===== src/rtl/sfp_accum.sv =====
// Accumulates psum vectors over several passes into a row buffer, then drains
// the finished rows with optional ReLU through a valid/ready port.
module sfp_accum #(
  parameter int unsigned col     = 8,
  parameter int unsigned psum_bw = 16,
  parameter int unsigned ADDR_W  = 4
) (
  input  logic                   clk,
  input  logic                   reset,
  input  logic                   start,
  input  logic [ADDR_W:0]        num_rows,
  input  logic [7:0]             num_passes,
  input  logic                   relu_en,
  input  logic                   in_valid,
  input  logic [col*psum_bw-1:0] in_data,
  output logic                   in_ready,
  output logic                   out_valid,
  output logic [col*psum_bw-1:0] out_data,
  output logic [ADDR_W-1:0]      out_addr,
  input  logic                   out_ready,
  output logic                   busy,
  output logic                   done
);

  localparam int unsigned DEPTH = 2**ADDR_W;
  localparam int unsigned DW    = col*psum_bw;

  typedef enum logic [1:0] {S_IDLE, S_ACCUM, S_DRAIN, S_DONE} state_t;

  state_t                r_state;
  state_t                w_next;
  logic [ADDR_W:0]       r_rows;
  logic [7:0]            r_passes;
  logic                  r_relu;
  logic [ADDR_W-1:0]     r_row_ptr;
  logic [7:0]            r_pass_cnt;
  logic [DW-1:0]         r_out_data;
  logic [ADDR_W-1:0]     r_out_addr;
  logic                  r_out_valid;
  logic [DW-1:0]         r_buf [DEPTH];

  logic                  w_cfg_ok;
  logic                  w_accept;
  logic                  w_beat;
  logic                  w_row_wrap;
  logic                  w_last_beat;
  logic                  w_drain_last;
  logic                  w_load;
  logic [ADDR_W-1:0]     w_rd_idx;
  logic [DW-1:0]         w_old_row;
  logic [DW-1:0]         w_acc_row;
  logic [DW-1:0]         w_wr_row;
  logic [DW-1:0]         w_rd_row;
  logic [DW-1:0]         w_relu_row;
  logic signed [psum_bw:0] w_sum;

  assign w_cfg_ok     = (num_rows != '0) && (num_rows <= (ADDR_W+1)'(DEPTH)) &&
                        (num_passes != 8'd0);
  assign w_accept     = (r_state == S_IDLE) && start && w_cfg_ok;
  assign w_beat       = (r_state == S_ACCUM) && in_valid;
  assign w_row_wrap   = ({1'b0, r_row_ptr} == (r_rows - (ADDR_W+1)'(1)));
  assign w_last_beat  = w_beat && w_row_wrap && (r_pass_cnt == (r_passes - 8'd1));
  assign w_drain_last = r_out_valid && out_ready &&
                        ({1'b0, r_out_addr} == (r_rows - (ADDR_W+1)'(1)));
  // First DRAIN cycle has no row presented yet; afterwards advance on each transfer.
  assign w_load       = (r_state == S_DRAIN) &&
                        (!r_out_valid || (out_ready && !w_drain_last));
  assign w_rd_idx     = r_out_valid ? (r_out_addr + ADDR_W'(1)) : '0;
  assign w_old_row    = r_buf[r_row_ptr];
  assign w_rd_row     = r_buf[w_rd_idx];
  assign w_wr_row     = (r_pass_cnt == 8'd0) ? in_data : w_acc_row;

  assign in_ready  = (r_state == S_ACCUM);
  assign busy      = (r_state == S_ACCUM) || (r_state == S_DRAIN);
  assign done      = (r_state == S_DONE);
  assign out_valid = r_out_valid;
  assign out_data  = r_out_data;
  assign out_addr  = r_out_addr;

  // Per-lane signed saturating add, no carry between lanes.
  always_comb begin
    w_acc_row = '0;
    w_sum     = '0;
    for (int k = 0; k < int'(col); k++) begin
      w_sum = (psum_bw+1)'($signed(w_old_row[psum_bw*k +: psum_bw])) +
              (psum_bw+1)'($signed(in_data[psum_bw*k +: psum_bw]));
      if (w_sum[psum_bw] != w_sum[psum_bw-1])
        w_acc_row[psum_bw*k +: psum_bw] = w_sum[psum_bw] ? {1'b1, {(psum_bw-1){1'b0}}}
                                                          : {1'b0, {(psum_bw-1){1'b1}}};
      else
        w_acc_row[psum_bw*k +: psum_bw] = w_sum[psum_bw-1:0];
    end
  end

  always_comb begin
    w_relu_row = w_rd_row;
    for (int k = 0; k < int'(col); k++) begin
      if (r_relu && w_rd_row[psum_bw*k + psum_bw - 1])
        w_relu_row[psum_bw*k +: psum_bw] = '0;
    end
  end

  always_ff @(posedge clk) begin
    if (!reset) r_state <= S_IDLE;
    else        r_state <= w_next;
  end

  always_comb begin
    w_next = r_state;
    case (r_state)
      S_IDLE:  if (w_accept)     w_next = S_ACCUM;
      S_ACCUM: if (w_last_beat)  w_next = S_DRAIN;
      S_DRAIN: if (w_drain_last) w_next = S_DONE;
      S_DONE:                    w_next = S_IDLE;
      default:                   w_next = S_IDLE;
    endcase
  end

  always_ff @(posedge clk) begin
    if (!reset) begin
      r_rows      <= '0;
      r_passes    <= '0;
      r_relu      <= 1'b0;
      r_row_ptr   <= '0;
      r_pass_cnt  <= '0;
      r_out_data  <= '0;
      r_out_addr  <= '0;
      r_out_valid <= 1'b0;
    end else begin
      if (w_accept) begin
        r_rows     <= num_rows;
        r_passes   <= num_passes;
        r_relu     <= relu_en;
        r_row_ptr  <= '0;
        r_pass_cnt <= '0;
      end
      if (w_beat) begin
        if (w_row_wrap) begin
          r_row_ptr  <= '0;
          r_pass_cnt <= r_pass_cnt + 8'd1;
        end else begin
          r_row_ptr  <= r_row_ptr + ADDR_W'(1);
        end
      end
      if (w_load) begin
        r_out_data  <= w_relu_row;
        r_out_addr  <= w_rd_idx;
        r_out_valid <= 1'b1;
      end else if (w_drain_last) begin
        r_out_valid <= 1'b0;
      end
    end
  end

  // Row buffer has no reset; contents are rewritten by the first pass of every job.
  always_ff @(posedge clk) begin
    if (reset && w_beat) r_buf[r_row_ptr] <= w_wr_row;
  end

endmodule


===== config.mk =====
export PLATFORM = sky130hd
export DESIGN_NAME = sfp_accum
export DESIGN_NICKNAME = d
export VERILOG_FILES = /design/src/rtl/sfp_accum.sv
export SDC_FILE = /design/constraint.sdc
export NUM_CORES = 2
export LEC_CHECK = 0
export CAP_MARGIN = 20
export CORE_ASPECT_RATIO = 1.25
export CORE_MARGIN = 2
export CORE_UTILIZATION = 50
export CTS_BUF_LIST = sky130_fd_sc_hd__clkbuf_16
export DETAILED_ROUTE_END_ITERATION = 8
export PLACE_DENSITY = 0.67
export SLEW_MARGIN = 10
export SYNTH_ARGS = -nofsm -noshare
export SYNTH_HDL_FRONTEND = slang
export SYNTH_SLANG_ARGS = --single-unit

===== constraint.sdc =====
create_clock -name clk -period 23.8 [get_ports clk]
set_input_delay 3.57 -clock clk [delete_from_list [all_inputs] [get_ports clk]]
set_output_delay 3.57 -clock clk [all_outputs]
set_load 0.1 [all_outputs]

==> metrics.md <==
| Metric | Value |
|---|---|
| I/O pins | `283` |
| Initial Utilization | `0.504` |
| Net switching fraction of the power | `0.290` |
| CTS tree | `yes` |
| Grt ovf | `0` |
| Critical Path RT | `24380 ps` |
| Net load switching power | `2750 uW` |
| Pleak | `0.0380 uW` |
| F_max | `122 MHz` |
| Fraction of synthesized cell area in xor and xnor cells | `0.00916` |
| Worst-path clk slew | `60 ps` |
| Crit path time final | `just over 8000 ps` |
| Post-Synth Adder-Cell Area | `0.0194` |
| Arr. time, crit path | `approximately 9000 ps` |
| Number of enable flip-flop cells after synthesis | `about 2.0k` |
| Mean routed wirelength per cell | `30.2 um` |
| Pre-antenna DRT Iters | `8` |
| Die Width | `422 um` |
| Fin. max-slew vios | `0` |
| Dpl hpwl | `between 150 and 200 mm` |
| Critical path startpoint category | `register` |
| Via count | `74.5k` |
| RSZ-0062 raised after global routing | `no` |
| Distinct cells, synth | `88` |
| # DRC | `0` |
| Critical path type | `register to register` |
| Mapped Area | `about 110000 um2` |
| Max-slew headroom | `0.193` |
| Hold Buf Count CTS | `0` |
| GRT Resource Usage Total | `0.291` |
| Leading area contributor after synthesis | `edfxtp_1` |
| Die Ht | `526 um` |
| CP Capture Type | `register` |
| Antenna viol nets, final | `0` |
| Asr flop ratio synth | `0` |
| Synth Area in Compound Gates | `0.111` |
| DRT Wirelength | `331 mm` |
| Top cells by area, synth | `edfxtp_1, mux4_2, nand2_1` |
| Synth Warn # | `0` |
| Clock latency on the worst-skew pair | `approximately 860 ps` |
| Main combinational cell family by area after synthesis | `multiplexers` |
| Logic gate share of total power | `0.195` |
| Clock Skew | `32.7 ps` |
| R2r setup slk | `15600 ps` |
| TNS Setup | `0 ps` |
| CP max FO | `118` |
| Int Pwr | `roughly 6700 uW` |
| Placer Congestion | `about 0.86` |
| Maximum buffer depth of the clock tree | `3` |
| Core Rows | `191` |
| Full die area | `between 200000 and 250000 um2` |
| Setup violators final | `0` |
| Synth Instances | `7846` |
| Power share of the sequential group | `0.460` |
| Slew at the pin closest to its max-slew limit | `1210 ps` |
| Share of post-route cells with drive strength above 1 | `0.147` |
| GR met1 Demand/Resource | `0.392` |
| Register area share after synthesis | `0.594` |
| Post-synthesis simple-gate area fraction | `0.0872` |
| Met2 GRT Util | `0.476` |
| Clock Power Share | `0.345` |
| Port-buffer cells | `282` |
| Clock Tree Root | `clkbuf_16` |
| Global route hottest layer | `met2` |
| Largest net degree at the start of global routing | `221` |
| Syn nets | `approximately 8.2k` |
| M3 GR Usage | `0.0458` |
| Global-route wire length before repair | `483 mm` |
| Vias per cell | `6.80` |
| Post-CTS sizing | `0` |
| Clock sinks | `2213` |
| Core Area | `217000 um2` |
| Post-CTS setup buffer count | `0` |
| Max-cap violations | `0` |
| Hold slack final | `459 ps` |
| Status | `completed` |
| # H-tree levels | `4` |
| Iter 0 DRT Violations | `approximately 9.3k` |
| Fin crit share | `0.345` |
| Seq cells post-synth | `2213` |
| CTS buffer count | `212` |
| Worst VDD drop | `slightly above 0.06 mV` |
| Initial antenna violation count | `7` |
| Multiplexer area fraction after synthesis | `0.154` |
| Synthesized area per cell | `roughly 14 um2` |
| Post-synth top cells | `edfxtp_1, nand2_1, mux4_2, clkbuf_1, nor2b_1` |
| Final hold violations | `0` |
| Pwr Density | `78.0 nW/um2` |
| Vias in the first global route | `74.7k` |
| Main synth FF type | `edfxtp_1` |
| Yosys top cell area share | `0.564` |
| Final #Nets | `just over 8k` |
| Area delta synth->final | `11.4%` |
| Hold WC Path Type | `register to register` |
| Most numerous cell in the Yosys netlist | `edfxtp_1` |
## final timing paths
kind	from	to	cells after the start
worst min register to register	out_data[5]	out_data[5]	2
worst min-delay path	out_data[5]	out_data[5]	2
worst max-delay path	register	r_buf[14][66]	19
worst max register to register	register	r_buf[14][66]	19
## power by group through the flow
| stage | Clock [uW] | Combinational, uW | Sequential [uW] |
|---|---|---|---|
| after global placement | 0 | 1810 | 4440 |
| final | 3270 | 1850 | 4360 |
| after floorplan | 0 | 1060 | 4700 |
| after detailed placement | 0 | 1830 | 4440 |
| after global routing | 3450 | 1980 | 4360 |
| after CTS | 3300 | 1840 | 4360 |
## metal layers
layer | part of all wire | wire length (um) | vias to the layer above
met4 | 0.040 | 13200 | 2
met2 | 0.48 | 159000 | 4349
li1 | - | - | 31300
met5 | 0.000039 | 13 | -
met1 | 0.38 | 127000 | 38200
met3 | 0.096 | 31900 | 740
## registers in the layout, summed over array words and instances (netlist names), named ones only
register    count
r_rows          5
r_row_ptr       4
r_pass_cnt      8
r_buf        2048
r_state         2
out_valid       1
r_relu          1
out_data      128
r_passes        8
out_addr        4
## cell type report
| cell class | count | area [um2] |
|---|---|---|
| sequential | 2213 | 64800 |
| inverter | 60 | 233 |
| fill | 17000 | 95200 |
| antenna | 1 | 2.50 |
| multi-input combinational | 4944 | 41800 |
| clock inverter | 187 | 1270 |
| clock buffer | 215 | 5380 |
| tap | 2895 | 3620 |
| timing repair buffer | 446 | 4410 |
## logic make-up (layout without fill, tap and decap cells)
| kind of cell | after synthesis | count (layout) |
|---|---|---|
| simple gates | 2132 | 2132 |
| other cells | 0 | 1 |
| flops | 2213 | 2213 |
| xor+xnor | 111 | 111 |
| compound gates | 1694 | 1694 |
| fa+ha+maj | 164 | 164 |
| buf+inv | 689 | 908 |
| mux | 843 | 843 |
## critical path: stages (launching register included)
cell and delay, ps:
dfxtp_4 760, buf_12 680, buf_4 730, buf_4 670, mux4_2 420, mux4_2 470, ha_1 250, a211oi_1 320
o21ai_0 150, a31oi_1 260, o21bai_1 150, a2111o_1 450, a31oi_1 200, o21bai_1 130, xor2_1 160, ha_1 630
o21ai_0 180, a21o_1 390, o311ai_0 220, o21a_1 530
## layout by cell type (no fill, tap or decap), types with 37 or more instances in the layout
master	n
edfxtp_1	2048
mux4_2	668
nor3_1	37
inv_1	119
nand3_1	167
a31oi_1	135
clkdlybuf4s50_1	280
a311oi_1	319
a211oi_1	357
clkinv_1	55
o211ai_1	63
nor2_1	252
mux2i_1	172
o21a_1	84
xnor2_1	61
buf_4	125
ha_1	156
dfxtp_1	159
nor2b_1	357
clkbuf_16	215
a21oi_1	142
nand2_1	1171
a22oi_1	102
o21ai_0	268
xor2_1	48
## stage by stage
step	instance area (um2)	std cells	worst slack, ps	power (uW)	utilization
finish	122000	11000	15600	9480	0.561
global route	122000	11000	15030	9780	0.561
CTS	121000	10900	15320	9500	0.560
detailed placement	115000	10500	15000	6270	0.529
global placement	115000	10500	15010	6240	0.529
floorplan	109000	7846	10230	5750	-
No activity file was read; power rests on OpenSTA's default activity.
